==> src/rtl/dsp_fetch_pkg.sv <==
// Shared definitions for the instruction fetch stage.
//   - default parameter values (address/instruction width, reset PC, queue depth)
//   - fetch FSM state encoding (HOLD / RUN / FLUSH, 2 bits)
//   - counter width helper
package dsp_fetch_pkg;

  localparam int unsigned ADDR_W_DEF   = 16;
  localparam int unsigned INSTR_W_DEF  = 16;
  localparam int unsigned RESET_PC_DEF = 0;
  localparam int unsigned QDEPTH_DEF   = 2;
  localparam int unsigned PERF_W       = 16;

  typedef enum logic [1:0] {
    FETCH_ST_HOLD  = 2'd0,
    FETCH_ST_RUN   = 2'd1,
    FETCH_ST_FLUSH = 2'd2
  } fetch_state_e;

  // Width of a counter that must hold 0..depth inclusive.
  function automatic int unsigned cnt_w(input int unsigned depth);
    return $clog2(depth) + 1;
  endfunction

endpackage

==> src/rtl/dsp_fetch_if.sv <==
// Fetch-stage bus bundle: instruction memory request/response channel plus
// the decode-facing instruction channel.
//   master : fetch stage (drives requests and instructions)
//   slave  : memory + decode side
interface dsp_fetch_if #(
  parameter int unsigned ADDR_W  = 16,
  parameter int unsigned INSTR_W = 16
);

  logic               imem_req_valid;
  logic               imem_req_ready;
  logic [ADDR_W-1:0]  imem_addr;
  logic               imem_rsp_valid;
  logic [INSTR_W-1:0] imem_rsp_data;
  logic               instr_valid;
  logic               instr_ready;
  logic [INSTR_W-1:0] instr;
  logic [ADDR_W-1:0]  instr_pc;

  modport master (
    output imem_req_valid, imem_addr, instr_valid, instr, instr_pc,
    input  imem_req_ready, imem_rsp_valid, imem_rsp_data, instr_ready
  );

  modport slave (
    input  imem_req_valid, imem_addr, instr_valid, instr, instr_pc,
    output imem_req_ready, imem_rsp_valid, imem_rsp_data, instr_ready
  );

endinterface

==> src/rtl/dsp_fetch_queue.sv <==
// Synchronous FIFO used for the instruction queue and the pc shadow FIFO.
// Ports:
//   clk, rst_n  clock, synchronous active-low reset (also clears storage)
//   flush_i     drop all entries
//   push_i      write data_i
//   pop_i       advance head (ignored when empty)
//   data_o      head entry (0-cycle read)
//   count_o     number of valid entries, 0..DEPTH
module dsp_fetch_queue #(
  parameter int unsigned DATA_W = 32,
  parameter int unsigned DEPTH  = 2
) (
  input  logic                   clk,
  input  logic                   rst_n,
  input  logic                   flush_i,
  input  logic                   push_i,
  input  logic [DATA_W-1:0]      data_i,
  input  logic                   pop_i,
  output logic [DATA_W-1:0]      data_o,
  output logic [$clog2(DEPTH):0] count_o
);

  localparam int unsigned PTR_W = $clog2(DEPTH);
  localparam int unsigned CNT_W = PTR_W + 1;

  logic [DATA_W-1:0] mem_q [DEPTH];
  logic [PTR_W-1:0]  wr_ptr_q;
  logic [PTR_W-1:0]  rd_ptr_q;
  logic [CNT_W-1:0]  count_q;
  logic              do_pop;

  assign do_pop  = pop_i && (count_q != '0);
  assign data_o  = mem_q[rd_ptr_q];
  assign count_o = count_q;

  // Pointers wrap naturally because DEPTH is a power of two.
  always_ff @(posedge clk) begin
    if (!rst_n) begin
      for (int i = 0; i < int'(DEPTH); i++) mem_q[i] <= '0;
      wr_ptr_q <= '0;
      rd_ptr_q <= '0;
      count_q  <= '0;
    end else if (flush_i) begin
      wr_ptr_q <= '0;
      rd_ptr_q <= '0;
      count_q  <= '0;
    end else begin
      if (push_i) begin
        mem_q[wr_ptr_q] <= data_i;
        wr_ptr_q        <= wr_ptr_q + PTR_W'(1);
      end
      if (do_pop) rd_ptr_q <= rd_ptr_q + PTR_W'(1);
      count_q <= count_q + CNT_W'(push_i) - CNT_W'(do_pop);
    end
  end

  // Credit throttling upstream guarantees a full queue is never pushed without a pop.
  a_no_overflow: assert property (@(posedge clk) disable iff (!rst_n)
    !(push_i && !flush_i && !do_pop && (count_q == CNT_W'(DEPTH))));

endmodule

==> src/rtl/dsp_fetch.sv <==
// Instruction fetch stage: holds the PC, issues in-order reads to instruction
// memory under a credit limit of QDEPTH, queues returned words with their pc
// and presents them to decode. A jump redirects the PC, flushes the queue and
// drops responses still in flight.
// Ports:
//   clk, rst_n             clock, synchronous active-low reset
//   jump_flag, jump_addr   redirect request from the branch unit
//   bus (master)           imem request/response and decode instruction channel
// Optional build macro DSP_FETCH_PERF_EN adds saturating counters:
//   perf_redirects         number of jumps taken
//   perf_starve            cycles with no instruction for decode (outside HOLD)
module dsp_fetch
  import dsp_fetch_pkg::*;
#(
  parameter int unsigned ADDR_W   = ADDR_W_DEF,
  parameter int unsigned INSTR_W  = INSTR_W_DEF,
  parameter int unsigned RESET_PC = RESET_PC_DEF,
  parameter int unsigned QDEPTH   = QDEPTH_DEF
) (
  input  logic              clk,
  input  logic              rst_n,
  input  logic              jump_flag,
  input  logic [ADDR_W-1:0] jump_addr,
  dsp_fetch_if.master       bus
`ifdef DSP_FETCH_PERF_EN
  ,
  output logic [PERF_W-1:0] perf_redirects,
  output logic [PERF_W-1:0] perf_starve
`endif
);

  localparam int unsigned CNT_W = cnt_w(QDEPTH);
  localparam int unsigned SUM_W = CNT_W + 1;
  localparam int unsigned ENT_W = ADDR_W + INSTR_W;

  fetch_state_e      state_q, state_d;
  logic [ADDR_W-1:0] pc_q, pc_d;
  logic [CNT_W-1:0]  drop_q, drop_d;
  logic [CNT_W-1:0]  out_cnt;
  logic [CNT_W-1:0]  q_cnt;
  logic [SUM_W-1:0]  inflight;
  logic              jmp, acc, rsp, push, pop;
  logic [ADDR_W-1:0] rsp_pc;
  logic [ENT_W-1:0]  head;

  assign jmp      = jump_flag && (state_q != FETCH_ST_HOLD);
  assign inflight = {1'b0, q_cnt} + {1'b0, out_cnt};

  assign bus.imem_req_valid = (state_q != FETCH_ST_HOLD) && !jump_flag &&
                              (inflight < SUM_W'(QDEPTH));
  assign bus.imem_addr      = pc_q;

  assign acc = bus.imem_req_valid && bus.imem_req_ready;
  assign rsp = bus.imem_rsp_valid;
  // A jump wins over a pending pop: the queue is being flushed anyway.
  assign pop = bus.instr_valid && bus.instr_ready && !jmp;

  // Next PC, drop counter, response routing and FSM transition.
  always_comb begin
    pc_d    = pc_q;
    drop_d  = drop_q;
    push    = 1'b0;
    state_d = state_q;
    if (jmp) begin
      // Everything still in flight after this cycle's response is stale.
      pc_d   = jump_addr;
      drop_d = out_cnt - CNT_W'(rsp);
    end else begin
      if (rsp) begin
        if (drop_q != '0) drop_d = drop_q - CNT_W'(1);
        else              push   = 1'b1;
      end
      if (acc) pc_d = pc_q + ADDR_W'(1);
    end
    if (state_q == FETCH_ST_HOLD) state_d = FETCH_ST_RUN;
    else if (drop_d != '0)        state_d = FETCH_ST_FLUSH;
    else                          state_d = FETCH_ST_RUN;
  end

  // FSM, PC and drop counter.
  always_ff @(posedge clk) begin
    if (!rst_n) begin
      state_q <= FETCH_ST_HOLD;
      pc_q    <= ADDR_W'(RESET_PC);
      drop_q  <= '0;
    end else begin
      state_q <= state_d;
      pc_q    <= pc_d;
      drop_q  <= drop_d;
    end
  end

  // pc of every accepted request; its occupancy is the outstanding count.
  dsp_fetch_queue #(.DATA_W(ADDR_W), .DEPTH(QDEPTH)) u_pc_shadow (
    .clk     (clk),
    .rst_n   (rst_n),
    .flush_i (1'b0),
    .push_i  (acc),
    .data_i  (pc_q),
    .pop_i   (rsp),
    .data_o  (rsp_pc),
    .count_o (out_cnt)
  );

  // Instruction queue holding {pc, word} for decode.
  dsp_fetch_queue #(.DATA_W(ENT_W), .DEPTH(QDEPTH)) u_queue (
    .clk     (clk),
    .rst_n   (rst_n),
    .flush_i (jmp),
    .push_i  (push),
    .data_i  ({rsp_pc, bus.imem_rsp_data}),
    .pop_i   (pop),
    .data_o  (head),
    .count_o (q_cnt)
  );

  assign bus.instr_valid = (q_cnt != '0);
  assign bus.instr       = head[INSTR_W-1:0];
  assign bus.instr_pc    = head[ENT_W-1:INSTR_W];

  a_rsp_has_request: assert property (@(posedge clk) disable iff (!rst_n)
    rsp |-> (out_cnt != '0));

`ifdef DSP_FETCH_PERF_EN
  logic [PERF_W-1:0] redir_q, starve_q;

  // Saturating performance counters.
  always_ff @(posedge clk) begin
    if (!rst_n) begin
      redir_q  <= '0;
      starve_q <= '0;
    end else begin
      if (jmp && (redir_q != '1)) redir_q <= redir_q + PERF_W'(1);
      if (!bus.instr_valid && (state_q != FETCH_ST_HOLD) && (starve_q != '1))
        starve_q <= starve_q + PERF_W'(1);
    end
  end

  assign perf_redirects = redir_q;
  assign perf_starve    = starve_q;
`endif

endmodule
==> src/flat_wrapper.sv <==
// flat-port wrapper written by rule: the top's interface ports become plain ports
module dsp_fetch_flat import dsp_fetch_pkg::*;
#(
  parameter int unsigned ADDR_W   = ADDR_W_DEF,
  parameter int unsigned INSTR_W  = INSTR_W_DEF,
  parameter int unsigned RESET_PC = RESET_PC_DEF,
  parameter int unsigned QDEPTH   = QDEPTH_DEF
)
  (clk, rst_n, jump_flag, jump_addr, bus_imem_req_valid, bus_imem_addr, bus_instr_valid, bus_instr, bus_instr_pc, bus_imem_req_ready, bus_imem_rsp_valid, bus_imem_rsp_data, bus_instr_ready);
  dsp_fetch_if #(.ADDR_W(ADDR_W), .INSTR_W(INSTR_W)) bus_i ();
  input  logic clk;
  input  logic rst_n;
  input  logic jump_flag;
  input  logic [ADDR_W-1:0] jump_addr;
  output wire logic [$bits(bus_i.imem_req_valid)-1:0] bus_imem_req_valid;
  output wire logic [$bits(bus_i.imem_addr)-1:0] bus_imem_addr;
  output wire logic [$bits(bus_i.instr_valid)-1:0] bus_instr_valid;
  output wire logic [$bits(bus_i.instr)-1:0] bus_instr;
  output wire logic [$bits(bus_i.instr_pc)-1:0] bus_instr_pc;
  input wire logic [$bits(bus_i.imem_req_ready)-1:0] bus_imem_req_ready;
  input wire logic [$bits(bus_i.imem_rsp_valid)-1:0] bus_imem_rsp_valid;
  input wire logic [$bits(bus_i.imem_rsp_data)-1:0] bus_imem_rsp_data;
  input wire logic [$bits(bus_i.instr_ready)-1:0] bus_instr_ready;
  assign bus_imem_req_valid = bus_i.imem_req_valid;
  assign bus_imem_addr = bus_i.imem_addr;
  assign bus_instr_valid = bus_i.instr_valid;
  assign bus_instr = bus_i.instr;
  assign bus_instr_pc = bus_i.instr_pc;
  assign bus_i.imem_req_ready = bus_imem_req_ready;
  assign bus_i.imem_rsp_valid = bus_imem_rsp_valid;
  assign bus_i.imem_rsp_data = bus_imem_rsp_data;
  assign bus_i.instr_ready = bus_instr_ready;
  dsp_fetch #(.ADDR_W(ADDR_W), .INSTR_W(INSTR_W), .RESET_PC(RESET_PC), .QDEPTH(QDEPTH)) u_core (.clk(clk), .rst_n(rst_n), .jump_flag(jump_flag), .jump_addr(jump_addr), .bus(bus_i));
endmodule
==> config.mk <==
export PLATFORM = sky130hd
export DESIGN_NAME = dsp_fetch_flat
export DESIGN_NICKNAME = d
export VERILOG_FILES = /design/src/rtl/dsp_fetch_pkg.sv /design/src/rtl/dsp_fetch_if.sv /design/src/rtl/dsp_fetch_queue.sv /design/src/rtl/dsp_fetch.sv /design/src/flat_wrapper.sv
export SDC_FILE = /design/constraint.sdc
export NUM_CORES = 1
export LEC_CHECK = 0
export BUFFER_PORTS_ARGS = -buffer_cell sky130_fd_sc_hd__buf_4
export CAP_MARGIN = 15
export CORE_UTILIZATION = 61
export DETAILED_ROUTE_END_ITERATION = 12
export PLACE_DENSITY_LB_ADDON = 0.1
export REMOVE_ABC_BUFFERS = 1
export SLEW_MARGIN = 15
export SYNTH_ARGS = -nofsm -noshare
export SYNTH_HDL_FRONTEND = slang
export SYNTH_SLANG_ARGS = --single-unit
==> constraint.sdc <==
create_clock -name clk -period 11.7 [get_ports clk]
set_input_delay 0 -clock clk [delete_from_list [all_inputs] [get_ports clk]]
set_output_delay 0 -clock clk [all_outputs]
set_load 0.02 [all_outputs]
* Word level (Yosys, flattened, before mapping)
Memories as Yosys holds them, arrays and structs flattened. A register that Yosys moved wholly into a read port is not among the register bits. Cells that the tools add are included.
Cells by class: add/subtract/negate cells 12, order comparisons 1, muxes and demuxes 28, bitwise logic cells 1, reduce and logical (&&, ||, !) cells 21
Operators by type and width (number):
- $mux 16 | 3
- $mux 32 | 1
- $reduce_or 32->1 | 1
- $mux 1 | 20
- $add 16x1->16 const B | 1
- $reduce_or 16->1 | 1
- $reduce_bool 2->1 | 6
- $logic_and 1x1->1 | 8
- $mux 2 | 4
- $sub 2x1->2 | 3
- $add 1x1->1 const B | 4
- $add 2x1->2 | 2
- $reduce_or 2->1 | 2
- $add 2x2->3 | 1
- $lt 3x2->1 const B | 1
- $logic_not 1->1 | 2
- $logic_not 2->1 | 1
- $sub 2x1->2 const B | 1
- $not 1->1 | 1
Word-level totals: register bits 28, bits in writable memories 96, input port bits 38, logic and storage cells 75, memories 2
Memories:
- u_core.u_queue.mem_q | depth 2, width 32, rd ports 1, clocked after Yosys merged registers in 1, wr ports 2, line dsp_fetch_queue.sv:26 | logic [DATA_W-1:0] mem_q [DEPTH];
- u_core.u_pc_shadow.mem_q | depth 2, width 16, rd ports 1, clocked after Yosys merged registers in 1, wr ports 2, line dsp_fetch_queue.sv:26

* Logic depth before layout (Yosys ltp)
Gate-level depths: netlist of the first run.
depth in word-level cells 10, mapped depth 12, depth with buffers taken out 11

* By module
From an unflattened synthesis of the first run, not the netlist that was laid out.
Second synthesis, totals: cells, all modules 459, area, all modules 6000.8 um2
By module, submodules not included:
- dsp_fetch_queue (u_core.u_queue) | times used 1, cells an instance 203, area an instance 3074.2 um2, seq. area each 2021.9 um2
- dsp_fetch_queue (u_core.u_pc_shadow) | times used 1, cells an instance 113, area an instance 1730.4 um2, seq. area each 1061.0 um2
- dsp_fetch | times used 1, cells an instance 143, area an instance 1196.1 um2, seq. area each 400.4 um2

* Worst setup path before layout of the first run
Ideal clock, no wire load.
path kind reg2reg, start point register u_core.state_q[1], end point memory u_core.u_queue.mem_q[0][0] (enable), setup time 0.466 ns, arrival 3.241 ns, data required time 11.234 ns, slack 7.993 ns, cell stages (with the launch flop) 5, path buffers 0, period minus slack after synthesis 3.707 ns, cells stage by stage dfxtp_1 > o21a_1 > nor3_4 > inv_2 > o21ai_0
RTL lines:
- start, declared | line dsp_fetch.sv:36 | fetch_state_e state_q, state_d;
- start signal, assigned | line dsp_fetch.sv:87 | state_q <= state_d;
- end, declared | line dsp_fetch_queue.sv:26

==> results of run 1 <==
-- worst paths after layout --
check	depth (start not counted)	endpoint	slack, ps	from
worst max-delay path	6	u_core.u_pc_shadow.mem_q[1][8]	8490	u_core.u_queue.count_o[0]
worst min-delay path	5	u_core.bus.imem_addr[2]	100	bus_imem_req_ready
worst max register to register	6	u_core.u_pc_shadow.mem_q[1][8]	8490	u_core.u_queue.count_o[0]
worst min register to register	2	u_core.u_queue.rd_ptr_q	530	u_core.u_queue.rd_ptr_q
-- final cells by class --
| type | count | area [sq um] | share of cell area [%] |
|---|---|---|---|
| Tap cell | 108 | 135 | 1.79 |
| Timing Repair Buffer | 142 | 1190 | 15.8 |
| Clock inverter | 15 | 219 | 2.90 |
| Clock buffer | 17 | 414 | 5.49 |
| Inverter | 8 | 32.5 | 0.432 |
| Multi-Input combinational cell | 297 | 2060 | 27.3 |
| Sequential cell | 126 | 3480 | 46.2 |
-- cell families (layout without fill, tap and decap cells) --
logic type	count (synthesis)	after routing	synth area share, %
compound gates	47	47	5.43
xor+xnor	14	14	2.17
fa+ha+maj	7	7	1.68
buf+inv	31	182	2.15
flops	126	126	61.6
mux	48	48	9.21
simple gates	181	181	17.7
-- cell usage after synthesis, types with 2 or more instances --
cell | number | share of area [%]
sky130_fd_sc_hd__o21ai_0 | 15 | 1.3
sky130_fd_sc_hd__xnor2_1 | 9 | 1.4
sky130_fd_sc_hd__clkbuf_1 | 18 | 1.2
sky130_fd_sc_hd__or4_1 | 5 | 0.66
sky130_fd_sc_hd__nor4_1 | 5 | 0.55
sky130_fd_sc_hd__inv_1 | 5 | 0.33
sky130_fd_sc_hd__o32ai_1 | 2 | 0.31
sky130_fd_sc_hd__nor3_2 | 2 | 0.35
sky130_fd_sc_hd__o31ai_1 | 4 | 0.53
sky130_fd_sc_hd__nor2_1 | 51 | 3.4
sky130_fd_sc_hd__nand3_1 | 8 | 0.71
sky130_fd_sc_hd__buf_2 | 2 | 0.18
sky130_fd_sc_hd__a311oi_1 | 3 | 0.47
sky130_fd_sc_hd__nor3_1 | 6 | 0.53
sky130_fd_sc_hd__dfxtp_1 | 30 | 11
sky130_fd_sc_hd__a31oi_1 | 6 | 0.66
sky130_fd_sc_hd__xor2_1 | 5 | 0.77
sky130_fd_sc_hd__mux2_2 | 32 | 6.4
sky130_fd_sc_hd__a21oi_1 | 4 | 0.35
sky130_fd_sc_hd__or2_2 | 2 | 0.22
sky130_fd_sc_hd__buf_1 | 3 | 0.20
sky130_fd_sc_hd__o21a_1 | 2 | 0.27
sky130_fd_sc_hd__and3_1 | 3 | 0.33
sky130_fd_sc_hd__nand4_1 | 5 | 0.55
sky130_fd_sc_hd__nand2_1 | 13 | 0.86
sky130_fd_sc_hd__nand2b_1 | 3 | 0.33
sky130_fd_sc_hd__or3_1 | 4 | 0.44
sky130_fd_sc_hd__a211oi_1 | 2 | 0.27
sky130_fd_sc_hd__edfxtp_1 | 96 | 51
sky130_fd_sc_hd__o31a_1 | 2 | 0.31
sky130_fd_sc_hd__ha_1 | 6 | 1.3
sky130_fd_sc_hd__and2_1 | 67 | 7.4
sky130_fd_sc_hd__mux2i_1 | 16 | 2.8
-- state kept, by name, summed over array words and instances (netlist names), named ones only --
register and count:
u_core.u_queue.rd_ptr_q 1, u_core.u_queue.mem_q 64, u_core.bus.imem_addr 16, u_core.u_pc_shadow.wr_ptr_q 1, u_core.u_pc_shadow.rd_ptr_q 1, u_core.u_queue.wr_ptr_q 1
u_core.drop_q 2, u_core.u_pc_shadow.mem_q 32, u_core.state_q 2, u_core.u_queue.count_o 2, u_core.u_pc_shadow.count_o 2
-- layer usage --
metal  up-vias  global-route usage [%]
met4         0                    14.7
met1      2049                    35.8
li1       1929                       -
met5         -                       0
met2       191                    52.3
met3        24                    5.80
-- report_power, final --
part / internal, mW / switching (mW) / total, mW
clock network: 0.367 / 0.194 / 0.561
registers: 0.538 / 0.0454 / 0.583
logic: 0.143 / 0.168 / 0.311
total: 1.05 / 0.407 / 1.46
-- worst max-delay path: cells and delay by family (launching register included) --
kind                       cells  cell delay, ps
adders and majority gates      1             540
DFF                            1             320
and+or+nand+nor                5            1960
==> flow_metrics.py, run 1 <==
metrics = {
    "setup_path": {
        "crit_slowest_cell": "sky130_fd_sc_hd__nand2b_1",
        "critical-path-max-stage-delay_ps": 690,
        "critPathKind": "register to register",
        "worstPathCellList": "and2_1 -> fa_1 -> or3b_4 -> nor2_8 -> and3_1 -> nand2b_1",
        "timing.critical_path.fanout_max": 17,
        "crit_path_required_time_ps": 11840,
        "crit_path_end_kind": "register",
        "critPathLaunchType": "register",
        "worst_ep_arrival_time_ps": 3340,
    },
    "sta": {
        "final.min_clock_period_ps": 3210,
        "slew_headroom_pct": 39.1,
        "skew_ps": 8.39,
        "timing_hold_violations_final": 0,
        "maxSlewViolCount": 0,
        "final_critical_path_setup_slack_ps": 8490,
        "timing.final.crit_share_pct": 27.4,
        "fin_worst_hold_slack_ps": 102,
        "grt_setup_unrepaired": "no",
        "totalNegativeSetupSlack_ps": 0,
        "timing.final.setup_violations": 0,
        "fmax_ghz": 0.312,
        "tightest_slew_ps": 912,
    },
    "run": {
        "max_cap_violations": 0,
    },
    "detailed_routing": {
        "wl_um": 13600,
        "met3WireLength_um": 740,
        "remaining_drc_errors": 4,
        "wl_met1_um": 5520,
        "vias": 4193,
        "drtIter0Drc": 261,
        "drt-pass1-iter-count": 11,
        "detail_route.wl_per_cell_um": 19.1,
        "detailroute.wirelength.met2_um": 7030,
        "drtAntennaViolNets": 0,
        "detail_route.vias_per_cell": 5.88,
        "topRoutingLayerUsed": "met4",
    },
    "clock_tree": {
        "clock-root-buffer": "sky130_fd_sc_hd__clkbuf_8",
        "htreeDepth": 4,
        "post_cts_hold_buffer_count": 51,
        "cts_setup_buffers": 0,
        "path_clk_slew_ps": 60,
        "clock_latency_late_sink_ps": 510,
        "post_cts.resized_instances": 0,
        "cts_buffers": 17,
        "clock_sink_count": 126,
        "clk_path_buf_depth": 2,
        "clock_tree_from_tritoncts": "yes",
    },
    "die": {
        "floorplan.initialDensity_pct": 63.9,
        "die_height_um": 98.2,
        "floorplan.die_area_sq_mm": 0.00965,
        "placementRows": 34,
        "die_width_um": 98.2,
        "top_level_ports": 88,
        "core_area_sq_mm": 0.00885,
    },
    "synthesis": {
        "async_reset_ff_share_pct": 0,
        "number_of_synthesis_warnings": 0,
        "netlist-cell-type-count": 51,
        "mappedNetlistArea_sq_mm": 0.00565,
        "ys_dominant_reg_cell": "sky130_fd_sc_hd__edfxtp_1",
        "synthesized_instance_count": 454,
        "ys_seq_elements": 126,
        "number_of_synthesized_flops_with_an_enable_pin": 96,
        "ys_seq_area_share_pct": 61.6,
        "post_synth.cell_area_avg_sq_um": 12.4,
    },
    "finish": {
        "layout-drive-gt1-share_pct": 27.3,
        "fin_util_pct": 85.2,
        "layout.cells.most_common": "sky130_fd_sc_hd__edfxtp_1",
        "most-common-layout-cells": "sky130_fd_sc_hd__edfxtp_1, sky130_fd_sc_hd__buf_4, sky130_fd_sc_hd__and2_1, sky130_fd_sc_hd__nor2_1, sky130_fd_sc_hd__dlygate4sd3_1",
        "final_area_sq_mm": 0.00754,
        "nNetsFinal": 637,
        "finish.cell_count_without_fillers": 713,
        "antenna_cells_inserted": 0,
        "num-fill-cells": 401,
        "layout-area-overhead-vs-synth_pct": 33.4,
    },
    "run_status": {
        "run_status": "finished with violations",
        "violations": "design-rule violations",
    },
    "global_route": {
        "first_pass_grt_wire_length_um": 21800,
        "grt_util_all_layers_pct": 30.0,
        "grt_remaining_overflow": 0,
        "grt_max_degree": 35,
        "antenna_found_initial": 0,
        "grt_pass1_vias": 4336,
    },
    "placement": {
        "detailedPlace.worstSlack_ps": 8560,
        "globalplace.congestion": 0.857,
        "buffer_ports.inserted": 87,
        "number_of_cells_in_the_design_after_placement": 630,
        "place_area_sq_mm": 0.00639,
        "detailedPlacementHpwl_um": 7400,
    },
    "pwr": {
        "worst_ir_drop_vdd_v": 0.000122,
        "cellPowerDensity_mw_per_mm2": 193,
        "fin_total_pwr_mw": 1.46,
        "power.leakage_nw": 2.97,
    },
    "worst_hold_path": {
        "hold_path_class": "input port to register",
    },
}
Note: power is estimated with default switching activity, not from simulation.
==> run 2, diff against run 1 <==
--- a/config.mk
+++ b/config.mk
@@ -5,9 +5,10 @@
 export SDC_FILE = /design/constraint.sdc
 export NUM_CORES = 1
 export LEC_CHECK = 0
+export ABC_AREA = 1
 export BUFFER_PORTS_ARGS = -buffer_cell sky130_fd_sc_hd__buf_4
 export CAP_MARGIN = 15
-export CORE_UTILIZATION = 61
+export CORE_UTILIZATION = 51
 export DETAILED_ROUTE_END_ITERATION = 12
 export PLACE_DENSITY_LB_ADDON = 0.1
 export REMOVE_ABC_BUFFERS = 1
==> constraint.sdc (replaced) <==
create_clock -name clk -period 2.8 [get_ports clk]
set_input_delay 0 -clock clk [delete_from_list [all_inputs] [get_ports clk]]
set_output_delay 0 -clock clk [all_outputs]
set_load 0.02 [all_outputs]
==> run 2 against run 1 <==
Net effect: the flow now finishes without violations; flip-flop and latch count unchanged; largest cell class unchanged; core utilization fell by 17 points; synthesized cell count increased by 23%; synthesized area grew 3.7%.
==> flow_metrics.py, run 2 <==
metrics = {
    "setup_path": {
        "crit_path_end_kind": "register",
        "timing.critical_path.fanout_max": 13,
        "worst_ep_arrival_time_ps": 2860,
        "critPathLaunchType": "register",
        "crit_path_required_time_ps": 3080,
        "worstPathCellList": "nand2_1 -> inv_1 -> fa_1 -> nor2_4 -> nand4_2 -> buf_4 -> nand2_4 -> inv_2 -> a21oi_1 -> a21oi_1 -> dlygate4sd3_1",
        "critPathKind": "register to register",
        "crit_path_frequent_cell": "sky130_fd_sc_hd__a21oi_1",
        "crit_slowest_cell": "sky130_fd_sc_hd__dlygate4sd3_1",
        "critical-path-max-stage-delay_ps": 550,
    },
    "finish": {
        "fin_util_pct": 68.5,
        "nNetsFinal": 734,
        "layout-drive-gt1-share_pct": 25.5,
        "antenna_cells_inserted": 0,
        "layout.cells.most_common": "sky130_fd_sc_hd__nor2_1",
        "multiInputGateArea_sq_mm": 0.00197,
        "layout.area.seq_sq_mm": 0.00348,
        "layout-area-overhead-vs-synth_pct": 28.9,
        "regMostFlops": "u_core.u_queue.mem_q",
        "num-fill-cells": 870,
        "number_of_flip_flops_in_the_largest_register": 64,
        "most-common-layout-cells": "sky130_fd_sc_hd__nor2_1, sky130_fd_sc_hd__edfxtp_1, sky130_fd_sc_hd__buf_4, sky130_fd_sc_hd__nand2_1, sky130_fd_sc_hd__inv_1",
    },
    "placement": {
        "buffer_ports.inserted": 87,
        "detailedPlacementHpwl_um": 7330,
        "globalplace.congestion": 0.819,
    },
    "clock_tree": {
        "clock-root-buffer": "sky130_fd_sc_hd__clkbuf_16",
        "clock_sink_count": 126,
        "post_cts.resized_instances": 0,
        "cts_buffers": 17,
        "htreeDepth": 4,
        "path_clk_slew_ps": 50,
        "clock_tree_from_tritoncts": "yes",
        "post_cts_hold_buffer_count": 41,
        "clk_path_buf_depth": 2,
        "cts_setup_buffers": 0,
        "clock_latency_late_sink_ps": 410,
    },
    "die": {
        "die_height_um": 109,
        "floorplan.die_area_sq_mm": 0.0119,
        "die_width_um": 109,
        "floorplan.initialDensity_pct": 53.1,
        "core_area_sq_mm": 0.0110,
        "top_level_ports": 88,
        "placementRows": 38,
    },
    "global_route": {
        "antenna_found_initial": 0,
        "grt_max_degree": 33,
        "grt_pass1_vias": 4139,
        "grt_remaining_overflow": 0,
        "first_pass_grt_wire_length_um": 19000,
        "grt_util_all_layers_pct": 21.0,
    },
    "synthesis": {
        "netlist-cell-type-count": 37,
        "ys_seq_area_share_pct": 59.4,
        "synth_largest_area_cell": "sky130_fd_sc_hd__edfxtp_1",
        "ys_dominant_reg_cell": "sky130_fd_sc_hd__edfxtp_1",
        "synthMostInstantiatedCell": "sky130_fd_sc_hd__nor2_1",
        "post_synth.cell_area_avg_sq_um": 10.5,
        "netlist_top_cells_area": "sky130_fd_sc_hd__edfxtp_1, sky130_fd_sc_hd__dfxtp_1, sky130_fd_sc_hd__nor2_1",
        "async_reset_ff_share_pct": 0,
        "number_of_synthesized_flops_with_an_enable_pin": 96,
        "number_of_synthesis_warnings": 0,
        "synth_largest_type_area_fraction_pct": 49.2,
        "synthesized_instance_count": 557,
        "synth_commonest_cells": "sky130_fd_sc_hd__nor2_1, sky130_fd_sc_hd__edfxtp_1, sky130_fd_sc_hd__nand2_1",
        "ys_seq_elements": 126,
        "mappedNetlistArea_sq_mm": 0.00586,
    },
    "sta": {
        "final.min_clock_period_ps": 2580,
        "timing.final.setup_violations": 0,
        "fmax_ghz": 0.388,
        "grt_setup_unrepaired": "no",
        "fin_worst_hold_slack_ps": 57.8,
        "slew_headroom_pct": 36.3,
        "skew_ps": 13.9,
        "timing_hold_violations_final": 0,
        "tightest_slew_ps": 954,
        "maxSlewViolCount": 0,
        "timing.final.crit_share_pct": 92.1,
        "totalNegativeSetupSlack_ps": 0,
    },
    "detailed_routing": {
        "vias": 4241,
        "wl_um": 11700,
        "detail_route.vias_per_cell": 5.04,
        "detail_route.wl_per_cell_um": 13.9,
        "drt-pass1-iter-count": 4,
        "drtIter0Drc": 243,
        "drtAntennaViolNets": 0,
        "remaining_drc_errors": 0,
    },
    "worst_hold_path": {
        "hold_path_class": "input port to register",
    },
    "run": {
        "max_cap_violations": 0,
    },
    "pwr": {
        "cellPowerDensity_mw_per_mm2": 774,
        "fin_total_pwr_mw": 5.85,
        "power.leakage_nw": 3.20,
        "worst_ir_drop_vdd_v": 0.000393,
    },
    "run_status": {
        "run_status": "completed",
    },
}
-- run 2: changes by cell type after synthesis, moves of 8 or more --
cell                       before  now
sky130_fd_sc_hd__nor2_2         0    8
sky130_fd_sc_hd__inv_1          5   59
sky130_fd_sc_hd__nand3_1        8   25
sky130_fd_sc_hd__buf_6          0   11
sky130_fd_sc_hd__nor2_1        51  128
sky130_fd_sc_hd__nand2_1       13   63
sky130_fd_sc_hd__xnor2_1        9    1
sky130_fd_sc_hd__and2_1        67    0
sky130_fd_sc_hd__a21oi_1        4   21
sky130_fd_sc_hd__clkbuf_1      18    2
-- run 2: cell type report --
type,instances,share of cell area [%]
timing repair buffer,136,14.9
sequential,126,46.1
inverter,60,2.98
multi-input combinational,348,26.1
tap,140,2.32
clock inverter,13,1.97
clock buffer,18,5.68
-- run 2: report_power, final --
group	switching, mW	total, mW	internal, mW
Clock	0.758	2.14	1.38
Sequential	0.151	2.39	2.24
Combinational	0.739	1.32	0.583
Total	1.65	5.85	4.20
-- run 2: path summary, 6_finish.rpt --
kind	start	endpoint	slack (ps)	depth (start not counted)
hold reg to reg	u_core.u_pc_shadow.rd_ptr_q	u_core.u_pc_shadow.rd_ptr_q	460	1
setup reg to reg	u_core.u_pc_shadow.count_o[0]	u_core.bus.imem_addr[10]	220	11
hold / removal	bus_imem_rsp_valid	u_core.u_queue.wr_ptr_q	60	4
setup / recovery	u_core.u_pc_shadow.count_o[0]	u_core.bus.imem_addr[10]	220	11
-- run 2: stage by stage --
| step | setup WS (ps) | instance area [sq um] | std cells |
|---|---|---|---|
| final | 220 | 7550 | 841 |
| after global routing | 84.5 | 7550 | 841 |
| after CTS | 212 | 7550 | 841 |
| after detailed placement | 519 | 6570 | 769 |
| after global placement | 568 | 6570 | 769 |
| after floorplan | 397 | 5680 | 534 |
-- run 2: routing by layer --
metal  vias to the layer above  wire length (um)  GRT usage [%]
met5                         -                 0              0
met4                         0               113           7.62
met3                        13               638           5.50
met2                       129              5670           34.8
met1                      1978              5290           26.4
li1                       2121                 -              -
-- run 2: worst max-delay path: cells and delay by family (launching register included) --
kind            cells  cell delay, ps
compound gates      2             260
fa+ha+maj           1             520
buf+inv             4             920
flops               1             330
simple gates        4             430
-- run 2: logic make-up (layout without fill, tap and decap cells) --
family          after synthesis  count (layout)  synth area share (%)
xor+xnor                      4               4                 0.598
fa+ha+maj                     7               7                  1.62
flops                       126             126                  59.4
mux                          48              48                  8.88
compound gates               42              42                  3.82
buf+inv                      83             227                  6.98
simple gates                247             247                  18.7
